`src/rtl/phy_cfg_pkg.sv`:
```
// Shared definitions for the PHY bring-up sequencer: MDIO register map,
// bit positions of interest and the one-hot state index enum.
package phy_cfg_pkg;

  localparam logic [4:0] REG_BMCR   = 5'd0;
  localparam logic [4:0] REG_BMSR   = 5'd1;
  localparam logic [4:0] REG_PHYID1 = 5'd2;
  localparam logic [4:0] REG_PHYID2 = 5'd3;

  localparam int BMCR_LOOPBACK_BIT = 14;
  localparam int BMSR_LINK_BIT     = 2;

  localparam int NUM_STATES = 11;

  // Bit position of each state inside the one-hot state vector
  typedef enum logic [3:0] {
    ST_IDLE    = 4'd0,
    ST_WR_BMCR = 4'd1,
    ST_W_BMCR  = 4'd2,
    ST_RD_ID1  = 4'd3,
    ST_W_ID1   = 4'd4,
    ST_RD_ID2  = 4'd5,
    ST_W_ID2   = 4'd6,
    ST_RD_BMSR = 4'd7,
    ST_W_BMSR  = 4'd8,
    ST_DONE    = 4'd9,
    ST_ERR     = 4'd10
  } state_idx_e;

  typedef logic [NUM_STATES-1:0] state_vec_t;

  function automatic state_vec_t state_bit(input state_idx_e idx);
    state_vec_t v;
    v      = '0;
    v[idx] = 1'b1;
    return v;
  endfunction

  function automatic logic is_onehot(input state_vec_t v);
    return (v != '0) && ((v & (v - state_vec_t'(1))) == '0);
  endfunction

endpackage

```
`src/rtl/mdio_cmd_issuer.sv`:
```
// Single MDIO transaction engine: waits out mdio_busy, emits a one-cycle
// command strobe with registered fields, then times the wait for mdio_ack.
module mdio_cmd_issuer
  import phy_cfg_pkg::*;
#(
  parameter logic [4:0] PHY_ADDR    = 5'd1,
  parameter int         ACK_TIMEOUT = 1024
) (
  input  logic        clk,
  input  logic        rst_n,
  input  logic        issue_req,
  input  logic        wait_req,
  input  logic        cmd_read,
  input  logic [4:0]  cmd_reg_addr,
  input  logic [15:0] cmd_wdata,
  input  logic        mdio_busy,
  input  logic        mdio_ack,
  output logic        issue_fire,
  output logic        ack_seen,
  output logic        ack_timeout,
  output logic        mdio_cmd_valid,
  output logic        mdio_cmd_read,
  output logic [4:0]  mdio_cmd_phy,
  output logic [4:0]  mdio_cmd_reg,
  output logic [15:0] mdio_cmd_wdata
);

  localparam int               CNT_W    = $clog2(ACK_TIMEOUT + 1);
  localparam logic [CNT_W-1:0] CNT_LAST = CNT_W'(ACK_TIMEOUT - 1);

  logic             valid_reg;
  logic             read_reg;
  logic [4:0]       phy_reg;
  logic [4:0]       reg_addr_reg;
  logic [15:0]      wdata_reg;
  logic [CNT_W-1:0] wait_cnt_reg;

  assign issue_fire  = issue_req & ~mdio_busy;
  assign ack_seen    = wait_req & mdio_ack;
  // Counter starts at 0 on the fire edge, so CNT_LAST lands the error
  // exactly ACK_TIMEOUT cycles after the strobe.
  assign ack_timeout = wait_req & ~mdio_ack & (wait_cnt_reg == CNT_LAST);

  always_ff @(posedge clk or negedge rst_n) begin
    if (!rst_n) begin
      valid_reg    <= 1'b0;
      read_reg     <= 1'b0;
      phy_reg      <= '0;
      reg_addr_reg <= '0;
      wdata_reg    <= '0;
      wait_cnt_reg <= '0;
    end else begin
      valid_reg <= issue_fire;
      if (issue_fire) begin
        read_reg     <= cmd_read;
        phy_reg      <= PHY_ADDR;
        reg_addr_reg <= cmd_reg_addr;
        wdata_reg    <= cmd_wdata;
        wait_cnt_reg <= '0;
      end else if (wait_req && (wait_cnt_reg != CNT_LAST)) begin
        wait_cnt_reg <= wait_cnt_reg + CNT_W'(1);
      end
    end
  end

  assign mdio_cmd_valid = valid_reg;
  assign mdio_cmd_read  = read_reg;
  assign mdio_cmd_phy   = phy_reg;
  assign mdio_cmd_reg   = reg_addr_reg;
  assign mdio_cmd_wdata = wdata_reg;

endmodule

```
`src/rtl/phy_config_sm.sv`:
```
// PHY bring-up sequencer: BMCR write, PHYID1/PHYID2 reads, BMSR read.
// Build option: define PHY_CFG_ID_CHECK_EN to turn PHY-ID mismatches into errors.
module phy_config_sm
  import phy_cfg_pkg::*;
#(
  parameter logic [4:0]  PHY_ADDR    = 5'd1,
  parameter logic [15:0] BMCR_CFG    = 16'h6100,
  parameter logic [15:0] PHYID1_EXP  = 16'h2215,
  parameter logic [15:0] PHYID2_EXP  = 16'h1430,
  parameter int          ACK_TIMEOUT = 1024
) (
  input  logic        clk,
  input  logic        rst_n,
  input  logic        start_cfg,
  output logic        cfg_busy,
  output logic        cfg_done,
  output logic        link_up,
  output logic        error,
  output logic        mdio_cmd_valid,
  output logic        mdio_cmd_read,
  output logic [4:0]  mdio_cmd_phy,
  output logic [4:0]  mdio_cmd_reg,
  output logic [15:0] mdio_cmd_wdata,
  input  logic        mdio_busy,
  input  logic        mdio_ack,
  input  logic [15:0] mdio_rdata
);

  localparam state_vec_t ISSUE_MASK = state_bit(ST_WR_BMCR) | state_bit(ST_RD_ID1) |
                                      state_bit(ST_RD_ID2)  | state_bit(ST_RD_BMSR);
  localparam state_vec_t WAIT_MASK  = state_bit(ST_W_BMCR) | state_bit(ST_W_ID1) |
                                      state_bit(ST_W_ID2)  | state_bit(ST_W_BMSR);
  localparam state_vec_t IDLE_MASK  = state_bit(ST_IDLE) | state_bit(ST_DONE) |
                                      state_bit(ST_ERR);

  state_vec_t  state_reg, state_next;
  logic        state_ok;
  logic        issue_req, wait_req;
  logic        issue_fire, ack_seen, ack_timeout;
  logic        cmd_read;
  logic [4:0]  cmd_reg_addr;
  logic [15:0] cmd_wdata;
  logic        link_up_reg, link_up_next;
  logic [15:0] phy_id1_reg, phy_id2_reg;
  logic        id1_bad, id2_bad;

  assign state_ok  = is_onehot(state_reg);
  assign issue_req = state_ok & (|(state_reg & ISSUE_MASK));
  assign wait_req  = state_ok & (|(state_reg & WAIT_MASK));

`ifdef PHY_CFG_ID_CHECK_EN
  assign id1_bad = (mdio_rdata != PHYID1_EXP);
  assign id2_bad = (mdio_rdata != PHYID2_EXP);
`else
  assign id1_bad = 1'b0;
  assign id2_bad = 1'b0;
  logic unused_id_exp;
  assign unused_id_exp = ^{PHYID1_EXP, PHYID2_EXP};
`endif

  always_comb begin
    state_next   = state_reg;
    link_up_next = link_up_reg;
    cmd_read     = 1'b1;
    cmd_reg_addr = REG_BMCR;
    cmd_wdata    = '0;
    if (!state_ok) begin
      state_next = state_bit(ST_ERR);
    end else begin
      case (1'b1)
        state_reg[ST_IDLE], state_reg[ST_DONE], state_reg[ST_ERR]: begin
          if (start_cfg) begin
            state_next   = state_bit(ST_WR_BMCR);
            link_up_next = 1'b0;
          end
        end
        state_reg[ST_WR_BMCR]: begin
          cmd_read     = 1'b0;
          cmd_reg_addr = REG_BMCR;
          cmd_wdata    = BMCR_CFG;
          if (issue_fire) state_next = state_bit(ST_W_BMCR);
        end
        state_reg[ST_W_BMCR]: begin
          if (ack_seen)         state_next = state_bit(ST_RD_ID1);
          else if (ack_timeout) state_next = state_bit(ST_ERR);
        end
        state_reg[ST_RD_ID1]: begin
          cmd_reg_addr = REG_PHYID1;
          if (issue_fire) state_next = state_bit(ST_W_ID1);
        end
        state_reg[ST_W_ID1]: begin
          if (ack_seen)         state_next = id1_bad ? state_bit(ST_ERR) : state_bit(ST_RD_ID2);
          else if (ack_timeout) state_next = state_bit(ST_ERR);
        end
        state_reg[ST_RD_ID2]: begin
          cmd_reg_addr = REG_PHYID2;
          if (issue_fire) state_next = state_bit(ST_W_ID2);
        end
        state_reg[ST_W_ID2]: begin
          if (ack_seen)         state_next = id2_bad ? state_bit(ST_ERR) : state_bit(ST_RD_BMSR);
          else if (ack_timeout) state_next = state_bit(ST_ERR);
        end
        state_reg[ST_RD_BMSR]: begin
          cmd_reg_addr = REG_BMSR;
          if (issue_fire) state_next = state_bit(ST_W_BMSR);
        end
        state_reg[ST_W_BMSR]: begin
          if (ack_seen) begin
            state_next   = state_bit(ST_DONE);
            link_up_next = mdio_rdata[BMSR_LINK_BIT];
          end else if (ack_timeout) begin
            state_next = state_bit(ST_ERR);
          end
        end
        default: state_next = state_bit(ST_ERR);
      endcase
    end
  end

  always_ff @(posedge clk or negedge rst_n) begin
    if (!rst_n) begin
      state_reg   <= state_bit(ST_IDLE);
      link_up_reg <= 1'b0;
      phy_id1_reg <= '0;
      phy_id2_reg <= '0;
    end else begin
      state_reg   <= state_next;
      link_up_reg <= link_up_next;
      if (ack_seen && state_reg[ST_W_ID1]) phy_id1_reg <= mdio_rdata;
      if (ack_seen && state_reg[ST_W_ID2]) phy_id2_reg <= mdio_rdata;
    end
  end

  // Captured IDs are kept for debug visibility only
  logic unused_ids;
  assign unused_ids = ^{phy_id1_reg, phy_id2_reg};

  mdio_cmd_issuer #(
    .PHY_ADDR    (PHY_ADDR),
    .ACK_TIMEOUT (ACK_TIMEOUT)
  ) u_issuer (
    .clk            (clk),
    .rst_n          (rst_n),
    .issue_req      (issue_req),
    .wait_req       (wait_req),
    .cmd_read       (cmd_read),
    .cmd_reg_addr   (cmd_reg_addr),
    .cmd_wdata      (cmd_wdata),
    .mdio_busy      (mdio_busy),
    .mdio_ack       (mdio_ack),
    .issue_fire     (issue_fire),
    .ack_seen       (ack_seen),
    .ack_timeout    (ack_timeout),
    .mdio_cmd_valid (mdio_cmd_valid),
    .mdio_cmd_read  (mdio_cmd_read),
    .mdio_cmd_phy   (mdio_cmd_phy),
    .mdio_cmd_reg   (mdio_cmd_reg),
    .mdio_cmd_wdata (mdio_cmd_wdata)
  );

  // An illegal pattern shows all-quiet outputs for its one cycle before ERR
  assign cfg_busy = state_ok & (|(state_reg & ~IDLE_MASK));
  assign cfg_done = state_ok & state_reg[ST_DONE];
  assign error    = state_ok & state_reg[ST_ERR];
  assign link_up  = link_up_reg;

endmodule

```
`config.mk`:
```
export PLATFORM = sky130hd
export DESIGN_NAME = phy_config_sm
export DESIGN_NICKNAME = d
export VERILOG_FILES = /design/src/rtl/phy_cfg_pkg.sv /design/src/rtl/mdio_cmd_issuer.sv /design/src/rtl/phy_config_sm.sv
export SDC_FILE = /design/constraint.sdc
export NUM_CORES = 1
export LEC_CHECK = 0
export BUFFER_PORTS_ARGS = -buffer_cell sky130_fd_sc_hd__buf_2
export CORE_MARGIN = 5
export CORE_UTILIZATION = 52
export DETAILED_ROUTE_END_ITERATION = 7
export MAX_ROUTING_LAYER = met4
export PLACE_DENSITY = 0.88
export SLEW_MARGIN = 20
export SYNTH_ARGS = -nofsm -noshare
export SYNTH_HDL_FRONTEND = slang
export SYNTH_SLANG_ARGS = --single-unit
```
`constraint.sdc`:
```
create_clock -name clk -period 2.9 [get_ports clk]
set_input_delay 0.58 -clock clk [delete_from_list [all_inputs] [get_ports clk]]
set_output_delay 0.58 -clock clk [all_outputs]
set_load 0.005 [all_outputs]
```
==> metrics, run 1 <==
root buf cell=clkbuf_8; Worst VDD drop=321.1 µV; worst min path class=primary input to async pin; fin crit share=93.79%; # diodes=0; final hold vios=0; Routed Antenna Nets=0; die area=4995 µm²; status=finished, final reports clean; Avg Synthesized Cell Area=8.662 µm²; post-layout min period=2.720 ns; post-detailed-placement half-perimeter wirelength=2.933 mm; antenna violations before repair=0; Starting Density=53.09%; via count=1662; crit path kind=register to primary output; CTS Buffer Depth=2; first-pass GRT wire length=6.831 mm; Worst-Margin Slew=0.6413 ns; clk_lat worst skew=0.28 ns; Area Overhead vs Synth=7.451%; CP Capture Type=primary output; layout cells sized above 1=17.95%; Max-slew headroom=57.25%; hold_buf cts=0; largest net degree at the start of global routing=30; Design Power=0.001615 W; clk sinks=29; PwrDens=785.2 nW/µm²; residual DRC count=0; Die W=70.68 µm; Max FO, Critical Path=10; gr usage total=17.28%; setup TNS=0 ns; Setup Skew=0.01047 ns; clock transition at the registers of the reported paths=0.06 ns; FF+latch count, synth=29; area share of the largest cell type after synthesis=36.60%; total wire length=4.134 mm; post-cts sizing count=0; die height=70.68 µm; CORE AREA=3606 µm²; Ys Warns=0; Avg WL per Cell=14.66 µm; Vias/cell=5.894; Arr. time, crit path=2.14 ns; count leader, synth=dfrtp_1; setup bufs post-CTS=0; P_leak=0.9282 nW; Initial DRT Pass Iterations=4; GPL Wtd Cong=0.9195; starting DRC count in detailed routing=217; Nets=255; MaxCap Viol Count=0; # setup viols final=0; crit path launch type=register; Overflow after GRT=0; CTS tree=done; Critical Path RT=2.32 ns; Rows=22; Highest Clock Rate=367.6 MHz; Synth top cells by count=dfrtp_1, o21ai_0, buf_4; Distinct cells, synth=50; most common flop cell mapped by yosys=dfrtp_1; H-Tree Depth=2; Gate Count Post-Synth=221; vias in the first global route=1459; Port Buf Inserts=17; largest area contributor in the netlist=dfrtp_1; Final Slew Violations=0; Post-synth ARST share=100.0%; unrepaired setup endpoints after global routing=no; sequential fraction of the synthesis area=37.97%; TritonCTS Buffers=5; Synth Cell Area=1914 µm²; Post-synth EDFFs=0; synth top area cells=dfrtp_1, buf_4, o21ai_0, nor2_1, a21oi_1; Ports=53
==> critical path: stages, from the launching register on <==
cell and delay, ns:
dfrtp_1 0.49, or4_1 0.61, or4_1 0.46, nor2_1 0.12, nor2_1 0.05, buf_2 0.14
==> power by group <==
part | internal, W | total (W) | switching (W)
clock network | 0.000279 | 0.000436 | 0.000157
registers | 0.000475 | 0.000559 | 0.0000848
logic | 0.000232 | 0.000620 | 0.000387
total | 0.000986 | 0.00162 | 0.000629
==> stage by stage <==
stage,cells,hold slack (ns),setup WS (ns),util (%),instance area [µm²]
3_5_place_dp,272,0.4751,0.4001,53.30,1922
6_report,282,0.3208,0.1800,57.04,2057
4_1_cts,280,0.3274,0.09740,56.63,2042
2_1_floorplan,240,0.2844,0.6081,-,1986
3_3_place_gp,272,0.4477,0.4557,53.30,1922
5_1_grt,282,0.3609,0.002411,57.04,2057
==> placed cells by master (no fill, tap or decap), drive strengths merged, types with 2 or more instances in the layout <==
master | Yosys | layout
o21a | 3 | 3
o41ai | 3 | 3
clkbuf | 8 | 6
nand3 | 4 | 4
and2 | 2 | 2
dfrtp | 28 | 28
o31a | 2 | 2
and3 | 3 | 3
nand3b | 2 | 2
nand2 | 10 | 10
or4 | 3 | 3
nor2 | 19 | 19
conb | 1 | 20
nand4 | 6 | 6
a21oi | 11 | 11
nor2b | 3 | 3
nor3 | 8 | 8
nand2b | 3 | 3
a21boi | 2 | 2
nor4 | 7 | 7
inv | 8 | 8
nor3b | 3 | 3
o21ai | 24 | 24
o31ai | 7 | 7
buf | 28 | 22
a31oi | 4 | 4
or2 | 4 | 4
==> cell type report <==
type | instances | area (µm²)
clock buffer | 6 | 82.58
clock inverter | 2 | 37.54
fill | 310 | 1549
inverter | 8 | 30.03
multi-input combinational | 167 | 997.2
sequential | 29 | 726.9
tap | 48 | 60.06
timing repair buffer | 22 | 122.6
==> final timing paths <==
path                                     startpoint                        to  slack [ns]  cells after the start
min reg2reg                u_issuer.wait_cnt_reg[8]  u_issuer.wait_cnt_reg[8]        0.49                      1
min                                           rst_n              state_reg[1]        0.32                      1
max reg2reg                            state_reg[2]  u_issuer.wait_cnt_reg[2]        0.55                      7
min in group clk           u_issuer.wait_cnt_reg[8]  u_issuer.wait_cnt_reg[8]        0.49                      1
max in group asynchronous                     rst_n              state_reg[4]        2.15                      1
max                                    state_reg[4]                  cfg_busy        0.18                      5
==> per-layer routing <==
metal	vias up	track usage [%]	wire length (µm)
met1	802	21.65	1742
met5	-	-	0
met4	0	7.098	75
met2	60	27.75	2043
met3	8	2.983	273
li1	792	-	-
==> kinds of logic (layout without fill, tap and decap cells) <==
| family | Yosys count | after routing | synth area share [%] |
|---|---|---|---|
| other cells | 1 | 20 | 0.1959 |
| compound gates | 65 | 65 | 22.61 |
| flops | 29 | 29 | 37.97 |
| buf+inv | 44 | 38 | 13.66 |
| simple gates | 79 | 79 | 23.53 |
| mux | 1 | 1 | 0.7841 |
| fa+ha+maj | 2 | 2 | 1.242 |
Power figures use the tool's default switching activity.
==> run 2, diff against run 1 <==
--- a/config.mk
+++ b/config.mk
@@ -6,11 +6,12 @@
 export NUM_CORES = 1
 export LEC_CHECK = 0
 export BUFFER_PORTS_ARGS = -buffer_cell sky130_fd_sc_hd__buf_2
-export CORE_MARGIN = 5
+export CORE_MARGIN = 2
 export CORE_UTILIZATION = 52
 export DETAILED_ROUTE_END_ITERATION = 7
 export MAX_ROUTING_LAYER = met4
 export PLACE_DENSITY = 0.88
+export RECOVER_POWER = 100
 export SLEW_MARGIN = 20
 export SYNTH_ARGS = -nofsm -noshare
 export SYNTH_HDL_FRONTEND = slang
==> run 2 against run 1 <==
The flow now finishes with violations (max-capacitance violations, max-slew violations); largest cell class unchanged; utilization is 1.5 points lower; non-clock buffer count shrank 1; sequential power rose by 0.9%.
==> metrics, run 2 (same netlist as run 1, synthesis figures left out) <==
post-layout min period=2.719 ns (-0.0005290 ns); Worst-Margin Slew=1.521 ns (+0.8796 ns); met1 usage=27.91% (+6.3 points); CP startpoint=state_reg[4]; GR peak layer=met2; die height=64.68 µm (-8.5%); TritonCTS Buffers=5 (unchanged); largest net degree at the start of global routing=30 (unchanged); Overflow after GRT=0 (unchanged); unrepaired setup endpoints after global routing=no; Ports=53 (unchanged); # diodes=0 (unchanged); Routed Antenna Nets=0 (unchanged); CORE AREA=3606 µm² (unchanged); # setup viols final=0 (unchanged); Nets=254 (-0.39%); root buf cell=clkbuf_8; reg2reg setup slack=0.38 ns (-0.17 ns); final-layout fill cell count=340 (+9.7%); Rows=22 (unchanged); Max FO, Critical Path=10 (unchanged); CP Capture Type=primary output; MaxCap Viol Count=1 (+1); antenna violations before repair=0 (unchanged); Final Slew Violations=30 (+30); Avg WL per Cell=14.86 µm (+1.4%); die area=4183 µm² (-16%); most frequent cells in the layout=dfrtp_1, o21ai_0, conb_1; fin crit share=93.78% (about the same); dpl cell area=1929 µm² (+0.39%); Port Buf Inserts=17 (unchanged); status=complete, but fails checks; violated checks=max-capacitance violations, max-slew violations; Setup Skew=0.005455 ns (-0.005017 ns); first-pass GRT wire length=7.003 mm (+2.5%); Highest Clock Rate=367.7 MHz (about the same); post-cts sizing count=0 (unchanged); Max-slew headroom=-1.392% (-59 points); final hold vios=0 (unchanged); Initial DRT Pass Iterations=5 (+1); grt met3 use=4.167% (+1.2 points); CP endpoint=cfg_busy; clock transition at the registers of the reported paths=0.07 ns (about the same); CTS Buffer Depth=2 (unchanged); routing usage on met2=36.46% (+8.7 points); worst min path class=register to register; clk_lat worst skew=0.29 ns (about the same); GPL Wtd Cong=0.9279 (+0.91%); setup bufs post-CTS=0 (unchanged); layout cells sized above 1=14.59% (-3.4 points); R2R depth=7 (unchanged); Finished Cell Area=2002 µm² (-2.7%); total wire length=4.177 mm (+1.0%); via count=1672 (+0.60%); Area Overhead vs Synth=4.575%; Starting Density=53.09% (unchanged); Worst VDD drop=242.8 µV (-24%); worst flop-to-flop path endpoint=u_issuer.wait_cnt_reg[0]; vias in the first global route=1470 (+0.75%); hold_buf cts=0 (unchanged); Critical Path RT=2.32 ns (about the same); gr usage total=22.47% (+5.2 points); clk sinks=29 (unchanged); crit path kind=register to primary output; CTS tree=done; commonest non-fill, non-tap cell in the layout=dfrtp_1; setup TNS=0 ns (unchanged); H-Tree Depth=2 (unchanged); post-detailed-placement half-perimeter wirelength=2.955 mm (+0.74%); Die W=64.68 µm (-8.5%); crit path launch type=register; Design Power=0.001480 W (-8.4%); residual DRC count=0 (unchanged); Vias/cell=5.950 (+0.96%); starting DRC count in detailed routing=171 (-21%); Arr. time, crit path=2.14 ns (about the same); P_leak=0.8869 nW (-4.5%); FF-to-FF Start=state_reg[3]; PwrDens=739.2 nW/µm² (-5.9%)
run 2: cell count changes in the layout (fill, tap and decap cells not counted), sizes merged:
cell    before  now
clkinv       0    2
clkbuf       6   11
bufinv       1    0
buf         22   15
run 2: metrics by stage:
step	utilization (%)	instances	setup WS, ns	hold WS [ns]
finish	55.52	281	0.1805	0.4932
global route	55.52	281	0.03317	0.5139
CTS	55.90	281	0.1463	0.3302
detailed placement	53.50	273	0.4625	0.4732
global placement	53.50	273	0.4697	0.4487
floorplan	-	240	0.6081	0.2844
run 2: worst min-delay path by stage:
stage	start	to	slack [ns]	depth (start not counted)
6_report	u_issuer.mdio_cmd_phy[0]	u_issuer.mdio_cmd_phy[0]	0.49	1
5_1_grt	u_issuer.wait_cnt_reg[9]	u_issuer.wait_cnt_reg[9]	0.51	1
4_1_cts	rst_n	state_reg[10]	0.33	1
3_5_place_dp	u_issuer.mdio_cmd_phy[0]	u_issuer.mdio_cmd_phy[0]	0.47	1
3_3_place_gp	u_issuer.mdio_cmd_phy[0]	u_issuer.mdio_cmd_phy[0]	0.45	1
2_1_floorplan	rst_n	link_up	0.28	0
run 2: worst max-delay path, stage by stage (launching register included):
cell	delay [ns]
dfrtp_1	0.50
or4_1	0.62
or4_1	0.47
nor2_1	0.11
nor2_1	0.05
clkbuf_1	0.12
run 2: cell type report:
cell class	count	area (µm²)	area share, %
sequential	29	726.9	36.31
timing repair buffer	21	105.1	5.250
clock buffer	5	68.82	3.438
tap	48	60.06	3.000
multi-input combinational	167	993.5	49.63
clock inverter	3	17.52	0.8750
inverter	8	30.03	1.500
run 2: report_power, final:
| part | switching [W] | internal [W] | leakage, nW |
|---|---|---|---|
| sequential | 0.0000893 | 0.000474 | 0.387 |
| clock | 0.000166 | 0.000165 | 0.0439 |
| combinational | 0.000378 | 0.000207 | 0.456 |
| total | 0.000633 | 0.000847 | 0.887 |
run 2: layer usage:
layer / vias to the layer above / part of all wire, %
met3: 9 / 6.0
met4: 0 / 1.8
met5: - / 0
met1: 803 / 41
met2: 72 / 51
li1: 788 / -
==> run 3, diff against run 2 <==
--- a/config.mk
+++ b/config.mk
@@ -5,12 +5,13 @@
 export SDC_FILE = /design/constraint.sdc
 export NUM_CORES = 1
 export LEC_CHECK = 0
+export ABC_AREA = 1
 export BUFFER_PORTS_ARGS = -buffer_cell sky130_fd_sc_hd__buf_2
 export CORE_MARGIN = 2
-export CORE_UTILIZATION = 52
+export CORE_UTILIZATION = 53
 export DETAILED_ROUTE_END_ITERATION = 7
 export MAX_ROUTING_LAYER = met4
-export PLACE_DENSITY = 0.88
+export PLACE_DENSITY = 0.89
 export RECOVER_POWER = 100
 export SLEW_MARGIN = 20
 export SYNTH_ARGS = -nofsm -noshare
==> run 3 against run 2 <==
The flow still finishes with violations (max-capacitance violations, max-slew violations); sequential cell count is the same; first-iteration DRC count shrank 16%; clock-buffer cell count grew 1; non-clock buffer count shrank 2; sequential power grew 5.5%; hold slack lost 0.018 ns; clock skew shrank 0.00073 ns; register-to-register slack lost 0.06 ns; via count grew 7.8%; combinational power grew 27%; critical path type is now register to register; largest cell class unchanged; largest power group unchanged; highest routed layer unchanged.
==> metrics, run 3 <==
status=complete, but fails checks; violated checks=max-capacitance violations, max-slew violations; Highest Clock Rate=387.7 MHz (+5.4%); Setup Skew=0.004726 ns (-0.0007285 ns); vias in the first global route=1707 (+16%); Nets=313 (+23%); Util after Layout=57.89% (+2.4 points); setup TNS=0 ns (unchanged); GR peak layer=met2; Worst VDD drop=488.9 µV (+100%); # diodes=0 (unchanged); Worst-Margin Slew=1.534 ns (+0.01354 ns); final setup margin=0.3206 ns (+0.1401 ns); largest area contributor in the netlist=dfrtp_1; Vias/cell=5.303 (-11%); largest net degree at the start of global routing=30 (unchanged); fin crit share=88.94% (-4.8 points); crit path kind=register to register; layout cells sized above 1=16.44% (+1.8 points); Port Buf Inserts=17 (unchanged); crit path launch type=register; met1 usage=26.28% (-1.6 points); count leader, synth=nand2_1; CTS tree=done; commonest non-fill, non-tap cell in the layout=nand2_1; first-pass GRT wire length=7.383 mm (+5.4%); most frequent cells in the layout=nand2_1, inv_1, dfrtp_1; Hold Path Stages=1 (unchanged); dpl ws=0.3984 ns (-0.06410 ns); clk_lat worst skew=0.28 ns (about the same); Arr. time, crit path=2.75 ns (+0.61 ns); Post-synth EDFFs=0 (unchanged); Avg Synthesized Cell Area=7.700 µm² (-11%); final-layout fill cell count=349 (+2.6%); Max-slew headroom=-2.295% (-0.90 points); setup bufs post-CTS=0 (unchanged); root buf cell=clkbuf_8; Final Slew Violations=30 (unchanged); Rows=22 (unchanged); Starting Density=56.15% (+3.1 points); antenna violations before repair=0 (unchanged); sequential fraction of the synthesis area=34.58% (-3.4 points); dpl cell area=2128 µm² (+10%); grt met3 use=6.757% (+2.6 points); H-Tree Depth=2 (unchanged); synth top area cells=dfrtp_1, nand2_1, buf_4, inv_1, nor2_1; post-layout min period=2.579 ns (-0.1401 ns); Ports=53 (unchanged); Ys Warns=0 (unchanged); most common flop cell mapped by yosys=dfrtp_1; gr usage total=22.72% (+0.25 points); TritonCTS Buffers=5 (unchanged); Finished Cell Area=2167 µm² (+8.3%); Critical Path RT=3.08 ns (+0.76 ns); worst min path class=register to register; Overflow after GRT=0 (unchanged); post-cts sizing count=0 (unchanged); Routed Antenna Nets=0 (unchanged); clock transition at the registers of the reported paths=0.06 ns (about the same); Max FO, Critical Path=10 (unchanged); CORE AREA=3744 µm² (+3.8%); post-detailed-placement half-perimeter wirelength=3.280 mm (+11%); R2R depth=14 (+7); clk sinks=29 (unchanged); routing usage on met2=37.00% (+0.54 points); area share of the largest cell type after synthesis=33.33% (-3.3 points); total wire length=4.282 mm (+2.5%); Distinct cells, synth=42 (-16%); GPL Wtd Cong=0.9298 (+0.20%); via count=1803 (+7.8%); Area Overhead vs Synth=3.095%; die area=4486 µm² (+7.2%); Die W=66.98 µm (+3.6%); starting DRC count in detailed routing=143 (-16%); hold_buf cts=0 (unchanged); P_leak=1.074 nW (+21%); die height=66.98 µm (+3.6%); CTS Buffer Depth=2 (unchanged); Synth Cell Area=2102 µm² (+9.8%); Post-synth ARST share=100.0% (unchanged); CP Capture Type=register; residual DRC count=0 (unchanged); Avg WL per Cell=12.59 µm (-15%); PwrDens=765.9 nW/µm² (+3.6%); # setup viols final=0 (unchanged); WHS=0.4750 ns (-0.01816 ns); MaxCap Viol Count=1 (unchanged); Synth top cells by count=nand2_1, inv_1, dfrtp_1; FF+latch count, synth=29 (unchanged); Initial DRT Pass Iterations=4 (-1); final hold vios=0 (unchanged); Gate Count Post-Synth=273 (+24%); unrepaired setup endpoints after global routing=no
[run 3: kinds of logic after synthesis]
group / synth area share (%)
AO/OA/AOI/OAI: 10.54
XOR/XNOR: 1.250
adder cells (fa/ha/maj): 0.5951
buffers and inverters: 16.73
flip-flops: 34.58
other: 0.1784
AND/OR/NAND/NOR: 36.13
[run 3: metrics by stage]
stage                     total power [W]  instances
after CTS                        0.001710        340
after global routing             0.001802        340
final                            0.001660        340
after global placement           0.001361        332
after floorplan                  0.001217        292
after detailed placement         0.001389        332
[run 3: path summary, 6_finish.rpt]
kind | start | end | slack (ns)
max reg2reg | state_reg[3] | state_reg[9] | 0.32
min reg2reg | u_issuer.mdio_cmd_phy[0] | u_issuer.mdio_cmd_phy[0] | 0.48
min | u_issuer.mdio_cmd_phy[0] | u_issuer.mdio_cmd_phy[0] | 0.48
max | state_reg[3] | state_reg[9] | 0.32
max in group asynchronous | rst_n | state_reg[9] | 1.34
min in group asynchronous | rst_n | u_issuer.wait_cnt_reg[4] | 0.65
[run 3: metal layers]
layer  wire, µm  part of all wire (%)
met1       1727                    40
met2       2172                    51
met3        288                   6.7
met4         94                   2.2
met5          0                     0
[run 3: cell type report]
type / count / area, µm² / share of cell area (%)
Tap cell: 48 / 60.06 / 2.771
Sequential cell: 29 / 726.9 / 33.55
Inverter: 39 / 146.4 / 6.755
Clock inverter: 2 / 10.01 / 0.4619
Timing Repair Buffer: 19 / 86.33 / 3.984
Multi-Input combinational cell: 197 / 1065 / 49.13
Clock buffer: 6 / 72.57 / 3.349
[run 3: power breakdown]
group	switching [W]	leakage, nW	internal (W)
logic	0.000484	0.649	0.000259
registers	0.0000926	0.380	0.000502
clock network	0.000157	0.0450	0.000166
total	0.000733	1.07	0.000927
[run 3: critical path: stages, from the launching register on]
cell,delay (ns)
dfrtp_1,0.50
nor2_1,0.23
nand2_1,0.11
o21ai_0,0.15
nand2_1,0.10
nor2_4,0.13
nand4_1,0.45
nand3_1,0.24
nand2_1,0.07
inv_1,0.06
nand3_2,0.07
nor2_2,0.09
nand3_1,0.12
nand2_1,0.09
nand2_1,0.05
